===== config.mk =====
export PLATFORM = sky130hd
export DESIGN_NAME = seg7_scan_blink
export DESIGN_NICKNAME = d
export VERILOG_FILES = /design/src/rtl/seg7_pkg.sv /design/src/rtl/hex_to_seg7.sv /design/src/rtl/seg7_scan_blink.sv
export SDC_FILE = /design/constraint.sdc
export NUM_CORES = 1
export LEC_CHECK = 0
export ABC_AREA = 1
export CAP_MARGIN = 20
export CORE_ASPECT_RATIO = 0.8
export CORE_MARGIN = 4
export CORE_UTILIZATION = 55
export CTS_BUF_LIST = sky130_fd_sc_hd__clkbuf_4 sky130_fd_sc_hd__clkbuf_8
export CTS_CLUSTER_SIZE = 40
export DETAILED_ROUTE_END_ITERATION = 10
export PLACE_DENSITY = 0.89
export SLEW_MARGIN = 15
export SYNTH_ARGS = -nofsm -noshare
export SYNTH_HDL_FRONTEND = slang
export SYNTH_SLANG_ARGS = --single-unit

===== constraint.sdc =====
create_clock -name clk -period 2.2 [get_ports clk]
set_clock_uncertainty 0.05 [all_clocks]
set_input_delay 0.66 -clock clk [delete_from_list [all_inputs] [get_ports clk]]
set_output_delay 0.66 -clock clk [all_outputs]
set_load 0.005 [all_outputs]

===== src/rtl/seg7_pkg.sv =====
// rtl/seg7_pkg.sv - shared constants and segment table for the 4-digit scan driver
package seg7_pkg;

    localparam int SCAN_DIV_DEFAULT  = 50000;
    localparam int BLINK_DIV_DEFAULT = 250;

    localparam logic [7:0] SEG_OFF = 8'hFF;
    localparam logic [3:0] AN_OFF  = 4'hF;

    // Active-low g..a patterns, entry 15 first so SEG7_TABLE[v] is glyph v.
    localparam logic [15:0][6:0] SEG7_TABLE = {
        7'h0E, 7'h06, 7'h21, 7'h46,   // F E d C
        7'h03, 7'h08, 7'h10, 7'h00,   // b A 9 8
        7'h78, 7'h02, 7'h12, 7'h19,   // 7 6 5 4
        7'h30, 7'h24, 7'h79, 7'h40    // 3 2 1 0
    };

endpackage


===== src/rtl/hex_to_seg7.sv =====
// rtl/hex_to_seg7.sv - combinational hex digit to active-low g..a segment decode
module hex_to_seg7
    import seg7_pkg::*;
(
    input  logic [3:0] hex,
    output logic [6:0] seg_n
);

    assign seg_n = SEG7_TABLE[hex];

endmodule


===== src/rtl/seg7_scan_blink.sv =====
// rtl/seg7_scan_blink.sv - frame-coherent 4-digit multiplexed 7-segment driver with blank and blink
module seg7_scan_blink
    import seg7_pkg::*;
#(
    parameter int SCAN_DIV  = SCAN_DIV_DEFAULT,
    parameter int BLINK_DIV = BLINK_DIV_DEFAULT
) (
    input  logic        clk,
    input  logic        RST,
    input  logic [15:0] HEXS,
    input  logic [3:0]  points,
    input  logic [3:0]  LES,
    input  logic [3:0]  blink,
    output logic [7:0]  SEG,
    output logic [3:0]  AN
);

    localparam int PRE_W   = (SCAN_DIV  > 1) ? $clog2(SCAN_DIV)  : 1;
    localparam int BLINK_W = (BLINK_DIV > 1) ? $clog2(BLINK_DIV) : 1;

    logic [PRE_W-1:0]   pre_cnt_q,   pre_cnt_d;
    logic [1:0]         idx_q,       idx_d;
    logic [BLINK_W-1:0] blink_cnt_q, blink_cnt_d;
    logic               phase_q,     phase_d;
    logic               load_pend_q, load_pend_d;
    logic [15:0]        sh_hexs_q,   sh_hexs_d;
    logic [3:0]         sh_points_q, sh_points_d;
    logic [3:0]         sh_les_q,    sh_les_d;
    logic [3:0]         sh_blink_q,  sh_blink_d;
    logic [7:0]         seg_q,       seg_d;
    logic [3:0]         an_q,        an_d;

    logic               tick;
    logic               load;
    logic               dark;
    logic [3:0]         cur_hex;
    logic [6:0]         cur_glyph;

    assign cur_hex = sh_hexs_q[{idx_q, 2'b00} +: 4];

    hex_to_seg7 u_decode (
        .hex   (cur_hex),
        .seg_n (cur_glyph)
    );

    always_comb begin
        pre_cnt_d   = pre_cnt_q;
        idx_d       = idx_q;
        blink_cnt_d = blink_cnt_q;
        phase_d     = phase_q;
        load_pend_d = load_pend_q;
        sh_hexs_d   = sh_hexs_q;
        sh_points_d = sh_points_q;
        sh_les_d    = sh_les_q;
        sh_blink_d  = sh_blink_q;

        tick = (pre_cnt_q == PRE_W'(SCAN_DIV - 1));

        if (tick) begin
            pre_cnt_d = '0;
            idx_d     = idx_q + 2'd1;
            if (blink_cnt_q == BLINK_W'(BLINK_DIV - 1)) begin
                blink_cnt_d = '0;
                phase_d     = ~phase_q;
            end else begin
                blink_cnt_d = blink_cnt_q + BLINK_W'(1);
            end
        end else begin
            pre_cnt_d = pre_cnt_q + PRE_W'(1);
        end

        // Capture only at the frame boundary so a digit never tears mid-frame;
        // the pending flag lets the very first post-reset frame pick up live input.
        load = (tick && (idx_q == 2'd3)) || load_pend_q;
        if (load) begin
            sh_hexs_d   = HEXS;
            sh_points_d = points;
            sh_les_d    = LES;
            sh_blink_d  = blink;
            load_pend_d = 1'b0;
        end

        // A dark digit keeps its anode on so every slot has the same duty.
        dark  = sh_les_q[idx_q] | (sh_blink_q[idx_q] & phase_q);
        an_d  = ~(4'b0001 << idx_q);
        seg_d = dark ? SEG_OFF : {~sh_points_q[idx_q], cur_glyph};
    end

    always_ff @(posedge clk) begin
        if (RST) begin
            pre_cnt_q   <= '0;
            idx_q       <= 2'd0;
            blink_cnt_q <= '0;
            phase_q     <= 1'b0;
            load_pend_q <= 1'b1;
            sh_hexs_q   <= '0;
            sh_points_q <= '0;
            sh_les_q    <= '0;
            sh_blink_q  <= '0;
            seg_q       <= SEG_OFF;
            an_q        <= AN_OFF;
        end else begin
            pre_cnt_q   <= pre_cnt_d;
            idx_q       <= idx_d;
            blink_cnt_q <= blink_cnt_d;
            phase_q     <= phase_d;
            load_pend_q <= load_pend_d;
            sh_hexs_q   <= sh_hexs_d;
            sh_points_q <= sh_points_d;
            sh_les_q    <= sh_les_d;
            sh_blink_q  <= sh_blink_d;
            seg_q       <= seg_d;
            an_q        <= an_d;
        end
    end

    assign SEG = seg_q;
    assign AN  = an_q;

endmodule

Yosys cells after proc, flatten, opt, wreduce, memory -nomap -nowiden
Memory sizes are Yosys's and may differ from the RTL's. A register that Yosys moved wholly into a read port is not among the register bits.
Cells that the tools add are included.
Word-level totals
  register bits: 68
  bits in latches: 0
  memory bits (writable): 0
  memory bits (read-only): 112
  output and inout port bits: 12
  word-level logic and storage cells: 40
  memories kept: 1
Memory list
  (name not given): depth 16, bits a word 7, rd ports 1, clocked after memory_dff 1, write ports 0, RTL line hex_to_seg7.sv:9  | assign seg_n = SEG7_TABLE[hex];
Cells by class
  $add $sub $neg: 3
  multiply operators: 0
  divide/modulo/power cells: 0
  magnitude comparators: 2
  equal/unequal tests: 3
  shift-type cells: 2
  multiplexer cells: 8
  bitwise operators: 5
  reductions and logical operators: 5
Operators with widths (number)
  $add A16 B1 Y16 const B: 1
  $eq A16 B16 Y1 const B: 1
  $shiftx A16 B5 Y4: 1
  $add A8 B1 Y8 const B: 1
  $eq A8 B8 Y1 const B: 1
  $mux W8: 1
  $mux W7: 1
  $bmux W1 S2: 3
  $lt A4 B5 Y1 const B: 1
  $not A4 Y4: 1
  $reduce_or A2 Y1: 2
  $shl A1 B2 Y4 const A: 1
  $lt A2 B3 Y1 const B: 1
  $mux W1: 3
  $add A2 B1 Y2 const B: 1
  $eq A2 B2 Y1 const B: 1
  $not A1 Y1: 2
  $reduce_and A2 Y1: 1
  $and A1 B1 Y1: 1
  $logic_and A1 B1 Y1: 1
  $logic_or A1 B1 Y1: 1
  $or A1 B1 Y1: 1

Depth between registers and ports, before layout
Gate-level depths: netlist (run 1).
  depth after elaboration: 5
  mapped depth: 12

Cells and area by module
A second synthesis (run 1) with hierarchy kept.
Second synthesis, totals
  cell total of the unflattened synthesis: 526
  area total of the unflattened synthesis: 3522.1 sq um
By module, submodules not included
  seg7_scan_blink: instances 1, cells each 477, area an instance 3248.1 sq um, seq. area each 1361.3 sq um
  hex_to_seg7: instances 1, cells each 49, area an instance 274.0 sq um, seq. area each 0.0 sq um

Worst setup path before layout (run 1)
No wires, ideal clock.
  path kind: register to register
  start point: register idx_q[0]
  end point: register seg_q[5], in the netlist SEG[5]
  arrival: 1597 ps
  path slack: 437 ps
  cell stages (with the launch flop): 13
  clock period less this slack: 1763 ps
  path through: dfxtp_1 buf_2 inv_2 buf_2 nand2_1 nand3_1 nand2_1 inv_1 ha_1 inv_1 nor2_1 o21ai_0 nand2_1
Between the ends
  cells in the longest elaborated chain, start to end: 5
RTL lines
  from (decl): RTL line seg7_scan_blink.sv:22  | logic [1:0] idx_q, idx_d;
  from (signal assigned): RTL line seg7_scan_blink.sv:104  | idx_q <= idx_d;
  $bmux W1 S2: RTL line seg7_scan_blink.sv:84  | dark = sh_les_q[idx_q] | (sh_blink_q[idx_q] & phase_q);
  $mux W1 (implied by the code): RTL line seg7_scan_blink.sv:84
  $and A1 B1 Y1: RTL line seg7_scan_blink.sv:84
  $or A1 B1 Y1: RTL line seg7_scan_blink.sv:84
  $reduce_or A2 Y1 (no source line)
  to (decl): RTL line seg7_scan_blink.sv:30  | logic [7:0] seg_q, seg_d;
Parallel ways exist; a longest one is shown, timed or not. The select of a mux whose other input is x is not followed.
A chain may end at the register's enable or synchronous reset.

Final worst setup path (run 1)
  start point: register pre_cnt_q[0]
  end point: register sh_blink_q[3]
Between the ends
  cells in the longest elaborated chain, start to end: 3
RTL lines
  from (decl): RTL line seg7_scan_blink.sv:21  | logic [PRE_W-1:0] pre_cnt_q, pre_cnt_d;
  from (signal assigned): RTL line seg7_scan_blink.sv:103  | pre_cnt_q <= pre_cnt_d;
  $eq A16 B16 Y1: RTL line seg7_scan_blink.sv:57  | tick = (pre_cnt_q == PRE_W'(SCAN_DIV - 1));
  $logic_and A1 B1 Y1: RTL line seg7_scan_blink.sv:74  | load = (tick && (idx_q == 2'd3)) || load_pend_q;
  $logic_or A1 B1 Y1: RTL line seg7_scan_blink.sv:74
  to (signal assigned): RTL line seg7_scan_blink.sv:111  | sh_blink_q <= sh_blink_d;
  to (decl): RTL line seg7_scan_blink.sv:29  | logic [3:0] sh_blink_q, sh_blink_d;
Every way passes these cells.

==> summary.md, run 1 <==
| Metric | Value |
|---|---|
| Status | `finished, final reports clean` |
| Post-Place Cell Area | `4080 um^2` |
| Crit. Startpoint | `pre_cnt_q[0]$_SDFF_PP0_` |
| Final Wtd Congestion | `0.881` |
| Core area | `6410 um^2` |
| P per Cell Area | `591 nW/um^2` |
| Ys flop type | `dfxtp_1` |
| Synth Area in Compound Gates | `8.38%` |
| CP startpoint kind | `register` |
| Flop-to-flop setup slack | `0.31 ns` |
| Post-synth EDFFs | `0` |
| Mux share of post-synthesis cell area | `0%` |
| Initial DRC count | `224` |
| Initial antenna violation count | `0` |
| Post-route cell area | `4250 um^2` |
| Die Height | `80.8 um` |
| Postcts setup bufs | `0` |
| Die width | `99 um` |
| Int Pwr | `0.00186 W` |
| Asr flop ratio synth | `0%` |
| Clock latency at the later pin of the worst-skew pair | `0.35 ns` |
| Minimum clock period | `1.89 ns` |
| Number of global-route vias before repair | `3148` |
| H-tree depth | `3` |
| Remaining global-route overflow | `0` |
| Maximum root-to-sink buffer count | `2` |
| Ys Warns | `0` |
| Fin. Hold Viols | `0` |
| Top-count cell post-synth | `nand2_1` |
| #FFs+latches synth | `68` |
| Min Hold Slack | `0.406 ns` |
| Gate power share | `12.3%` |
| Clock net sink count | `68` |
| Clock root buffer master | `clkbuf_8` |
| Max Used Layer | `met4` |
| Port bufs | `41` |
| Largest family of logic cells by synthesized area | `simple AND/OR/NAND/NOR gates` |
| Critical path type | `reg -> reg` |
| Nets | `610` |
| Ports | `42` |
| Met2 WL | `3690 um` |
| Cell count after synthesis | `533` |
| CP arrival | `2.08 ns` |
| CP max FO | `56` |
| Fin crit share | `86.1%` |
| Starting density of the core | `56.9%` |
| Ant diodes | `0` |
| Max Fclk | `528 MHz` |
| Cell Area, Synth | `3640 um^2` |
| CTS Buf Count | `9` |
| First-pass GRT wire length | `13400 um` |
| MaxCap Viol Count | `0` |
| Crit. End Element | `register` |
| CTS tree | `yes` |
| DR vias/cell | `5.18` |
| FILL cells | `520` |
| Final wirelength | `7910 um` |
| Avg Cell Area, Syn | `6.84 um^2` |
| R2r startpoint | `pre_cnt_q[0]$_SDFF_PP0_` |
| Sequential power share | `52.2%` |
| ANT nets after route | `0` |
| Syn_nets | `576` |
| RSZ-0062 raised after global routing | `no` |
| Top post-synthesis cells by count | `nand2_1, dfxtp_1, nor2_1, inv_1, nand3_1` |
| Adder-cell area share of the yosys netlist | `4.46%` |
| Clock Pin Slew Worst Setup and Hold Paths | `0.07 ns` |
| Post-DP HPWL | `5560 um` |
| Router iterations before antenna repair | `4` |
| Worst Reg-to-Reg Cells | `9` |
| # hold bufs at CTS | `0` |
| # rows | `26` |
| Critical Path RT | `2.38 ns` |
| Post-Synth XOR/XNOR Area | `1.44%` |
| Die area | `8000 um^2` |
| P_sw | `0.000647 W` |
| Clk pwr share | `35.6%` |
| Pin count of the biggest net entering global routing | `57` |
| P_leak | `1.83 nW` |
| Sw Share | `25.8%` |
| Worst Tran Pin Value | `0.636 ns` |
| Tot GR Track Use | `20.6%` |
| DRC | `0` |
| Avg WL per Cell | `12.1 um` |
| Hold crit path type | `reg -> reg` |
| Cell variety after synth | `27` |
| FF-to-FF End | `sh_blink_q[3]$_SDFFE_PP0P_` |
| Setup_tns | `0 ns` |
| Area Growth Syn to Fin | `16.6%` |
| Final max-slew violation count | `0` |
| DR vias | `3391` |
| Synth top area cells | `dfxtp_1, nand2_1, nor2_1, nand3_1, a21oi_1` |
| Cell taking the most area after synthesis | `dfxtp_1` |
| Slew margin rel. | `57.6%` |
| # setup viols final | `0` |
| Sequential-to-total area share from yosys stat | `37.4%` |
| Worst vdd ir | `0.274 mV` |
| Layout cells sized above 1 | `10.9%` |
| Met3 WL | `539 um` |
| Post-synth top area share | `37.4%` |
| M1 wire length | `3530 um` |
| Synth Area in Simple Gates | `37.3%` |
| Min-delay src | `pre_cnt_q[0]$_SDFF_PP0_` |
| End point of the critical path | `sh_blink_q[3]$_SDFFE_PP0P_` |
==> worst max-delay path, stage by stage, from the launching register on <==
cell     delay (ns)
dfxtp_1        0.36
ha_1           0.20
nand2_2        0.10
inv_2          0.07
nand2_2        0.05
nor2_2         0.17
nand3_2        0.07
buf_4          0.33
a21oi_1        0.28
nor2_1         0.08
==> routing by layer <==
metal	up-vias	track usage (%)
met5	-	0
met4	0	8.32
met3	18	6.35
met2	95	35.5
met1	1537	24.1
li1	1741	-
==> layout make-up <==
type,instances,area (um^2),share of cell area (%)
Multi-Input combinational cell,372,1880,44.2
Tap cell,84,105,2.47
Clock buffer,10,138,3.24
Sequential cell,68,1360,32.1
Clock inverter,5,28.8,0.677
Inverter,67,251,5.92
Timing Repair Buffer,49,483,11.4
==> power by group through the flow <==
stage	Combinational [W]	Clock (W)	Sequential (W)
after floorplan	0.000180	0	0.00133
after global placement	0.000292	0	0.00134
after detailed placement	0.000305	0	0.00134
after CTS	0.000308	0.000906	0.00131
after global routing	0.000345	0.000958	0.00131
final	0.000308	0.000892	0.00131
==> layout by cell type, fill, tap and decap left out, types with 6 or more instances in the layout <==
cell type        count
a21oi_1             49
buf_4                7
clkbuf_8            10
clkdlybuf4s50_1     41
dfxtp_1             67
ha_1                13
inv_1               59
inv_2                8
nand2_1            129
nand3_1             50
nand3_2             21
nand4_1              6
nor2_1              67
nor3_1               8
o21ai_0              8
==> state kept, by name, summed over array words and instances, names as in the netlist <==
| name | count |
|---|---|
| AN | 4 |
| sh_les_q | 4 |
| sh_hexs_q | 16 |
| load_pend_q | 1 |
| idx_q | 2 |
| pre_cnt_q | 16 |
| SEG | 8 |
| sh_points_q | 4 |
| blink_cnt_q | 8 |
| phase_q | 1 |
| sh_blink_q | 4 |
==> how the worst min path moves through the flow <==
stage | slack (ns) | endpoint | cells after the start
2_1_floorplan | 0.37 | pre_cnt_q[0]$_SDFF_PP0_ | 1
3_3_place_gp | 0.38 | pre_cnt_q[0]$_SDFF_PP0_ | 1
5_1_grt | 0.44 | pre_cnt_q[0]$_SDFF_PP0_ | 1
3_5_place_dp | 0.39 | pre_cnt_q[0]$_SDFF_PP0_ | 1
6_report | 0.41 | pre_cnt_q[0]$_SDFF_PP0_ | 1
4_1_cts | 0.41 | pre_cnt_q[0]$_SDFF_PP0_ | 1
==> metrics by stage <==
stage / util [%] / instances / setup slack [ns] / power [W]
4_1_cts: 66.3 / 655 / 0.205 / 0.00252
6_report: 66.3 / 655 / 0.305 / 0.00251
3_5_place_dp: 63.7 / 640 / 0.258 / 0.00164
5_1_grt: 66.3 / 655 / 0.128 / 0.00262
2_1_floorplan: - / 533 / 0.437 / 0.00151
3_3_place_gp: 63.7 / 640 / 0.336 / 0.00163
==> logic make-up (layout without fill, tap and decap cells) <==
| group | after synthesis | in the layout |
|---|---|---|
| and+or+nand+nor | 293 | 293 |
| buffers and inverters | 93 | 131 |
| DFF | 68 | 68 |
| AOI/OAI and AO/OA | 60 | 60 |
| adders and majority gates | 13 | 13 |
| xor gates and xnor gates | 6 | 6 |
==> timing repair <==
item                                   CTS  global route
resized for setup                        0             1
setup endpoints to repair                0             2
endpoints found under the hold margin    0             0
Note: power is estimated with default switching activity, not from simulation.
==> run 2, diff against run 1 <==
CORE_MARGIN = 10   (was 4)
PLACE_DENSITY = unset   (was 0.89)
PLACE_DENSITY_LB_ADDON = 0.05   (was unset)
==> summary.md, run 2 (same netlist as run 1, synthesis figures left out) <==
| Metric | Value |
|---|---|
| Number of global-route vias before repair | `2903` |
| Final max-slew violation count | `0` |
| Delay-heaviest family, CP | `simple AND/OR/NAND/NOR gates` |
| First-pass GRT wire length | `13100 um` |
| Postcts setup bufs | `0` |
| CP dominant cell by count | `nand2_1` |
| Initial antenna violation count | `0` |
| Total chip power | `0.00254 W` |
| Status | `finished, final reports clean` |
| CP max-delay cell | `dfxtp_1` |
| Fin. Hold Viols | `0` |
| Worst Tran Pin Value | `0.627 ns` |
| FILL cells | `580` |
| Die width | `111 um` |
| Clock root buffer master | `clkbuf_8` |
| Pin count of the biggest net entering global routing | `57` |
| Ports | `42` |
| Max Fclk | `521 MHz` |
| Router iterations before antenna repair | `4` |
| Port bufs | `41` |
| Slew margin rel. | `58.2%` |
| Crit. End Element | `register` |
| Nets | `612` |
| Core area | `6410 um^2` |
| Post-DP HPWL | `5570 um` |
| Highest-count cells in the layout ignoring fill and taps | `nand2_1, dfxtp_1, nor2_1` |
| GRT Max-Usage Layer | `met2` |
| Tot GR Track Use | `14.9%` |
| P per Cell Area | `593 nW/um^2` |
| DR vias | `3267` |
| Die Height | `92.8 um` |
| Fin crit share | `87.2%` |
| CP startpoint kind | `register` |
| Layout cells sized above 1 | `11.2%` |
| Clock net sink count | `68` |
| Area of the multi-input gates | `1880 um^2` |
| Avg WL per Cell | `11.9 um` |
| Die area | `10300 um^2` |
| CTS tree | `yes` |
| Crit-path max cell delay | `0.45 ns` |
| Critical Path RT | `2.38 ns` |
| Biggest registers after layout | `pre_cnt_q x16, sh_hexs_q x16` |
| Final wirelength | `7790 um` |
| P_leak | `1.84 nW` |
| CP max FO | `15` |
| Clock latency at the later pin of the worst-skew pair | `0.33 ns` |
| Register Area | `1360 um^2` |
| Clock Pin Slew Worst Setup and Hold Paths | `0.07 ns` |
| Commonest non-fill, non-tap cell in the layout | `nand2_1` |
| DRC | `0` |
| Area Growth Syn to Fin | `17.3%` |
| DR vias/cell | `4.97` |
| Ant diodes | `0` |
| Remaining global-route overflow | `0` |
| Routing usage on met1 | `19.9%` |
| M3 GR Usage | `4.77%` |
| # setup viols final | `0` |
| Worst-path cell chain | `inv_2, nand2_1, nand3_1, nand2_1, inv_1, ha_1, inv_1, nor2_1, o21ai_0, nand2_1` |
| Minimum clock period | `1.92 ns` |
| Setup_tns | `0 ns` |
| Worst vdd ir | `0.546 mV` |
| Fin util | `66.7%` |
| RSZ-0062 raised after global routing | `no` |
| Hold crit path type | `reg -> reg` |
| GRT met2 Usage | `22.4%` |
| Maximum root-to-sink buffer count | `2` |
| CTS Buf Count | `9` |
| Initial DRC count | `171` |
| ANT nets after route | `0` |
| Final Wtd Congestion | `0.879` |
| MaxCap Viol Count | `0` |
| # rows | `26` |
| H-tree depth | `3` |
| CP arrival | `2.10 ns` |
| Starting density of the core | `56.9%` |
| Critical path type | `reg -> reg` |
| Buf/Inv on CP | `3` |
-- run 2: cell count changes in the layout (fill, tap and decap cells not counted), sizes merged --
| cell | change |
|---|---|
| clkbuf | +3 |
| buf | +2 |
| clkinv | -3 |
-- run 2: layer usage --
layer | share of wire, % | up-vias | wire, um
met5 | 0 | - | 0
met4 | 0.95 | 0 | 74
met3 | 6.4 | 8 | 497
met2 | 43 | 76 | 3360
met1 | 50 | 1431 | 3860
li1 | - | 1752 | -
-- run 2: layout make-up --
| class | instances | share of cell area (%) |
|---|---|---|
| timing repair buffer | 51 | 11.7 |
| tap | 84 | 2.46 |
| clock buffer | 13 | 3.89 |
| inverter | 67 | 5.88 |
| multi-input combinational | 372 | 44.0 |
| sequential | 68 | 31.9 |
| clock inverter | 2 | 0.234 |
-- run 2: worst paths after layout --
| kind | slack (ns) | to | from | depth (start not counted) |
|---|---|---|---|---|
| setup / recovery | 0.28 | SEG[5]$_SDFF_PP1_ | idx_q[0]$_SDFFE_PP0P_ | 10 |
| hold / removal | 0.41 | pre_cnt_q[0]$_SDFF_PP0_ | pre_cnt_q[0]$_SDFF_PP0_ | 1 |
| setup reg to reg | 0.28 | SEG[5]$_SDFF_PP1_ | idx_q[0]$_SDFFE_PP0P_ | 10 |
| hold reg to reg | 0.41 | pre_cnt_q[0]$_SDFF_PP0_ | pre_cnt_q[0]$_SDFF_PP0_ | 1 |
-- run 2: timing repair --
action                     CTS  global route
hold buffers                 0             0
setup endpoints to repair    0             1
resized for setup            0             1
-- run 2: report_power, final --
| group | switching, W | internal, W |
|---|---|---|
| clock network | 0.000438 | 0.000487 |
| registers | 0.0000221 | 0.00129 |
| logic | 0.000152 | 0.000149 |
| total | 0.000612 | 0.00192 |
-- run 2: through the flow --
stage / instances / area [um^2] / worst slack [ns] / hold slack (ns)
floorplan: 533 / 3640 / 0.437 / 0.368
global placement: 642 / 4100 / 0.304 / 0.384
detailed placement: 642 / 4100 / 0.302 / 0.393
CTS: 657 / 4270 / 0.268 / 0.409
global route: 657 / 4270 / 0.0634 / 0.448
finish: 657 / 4270 / 0.281 / 0.406
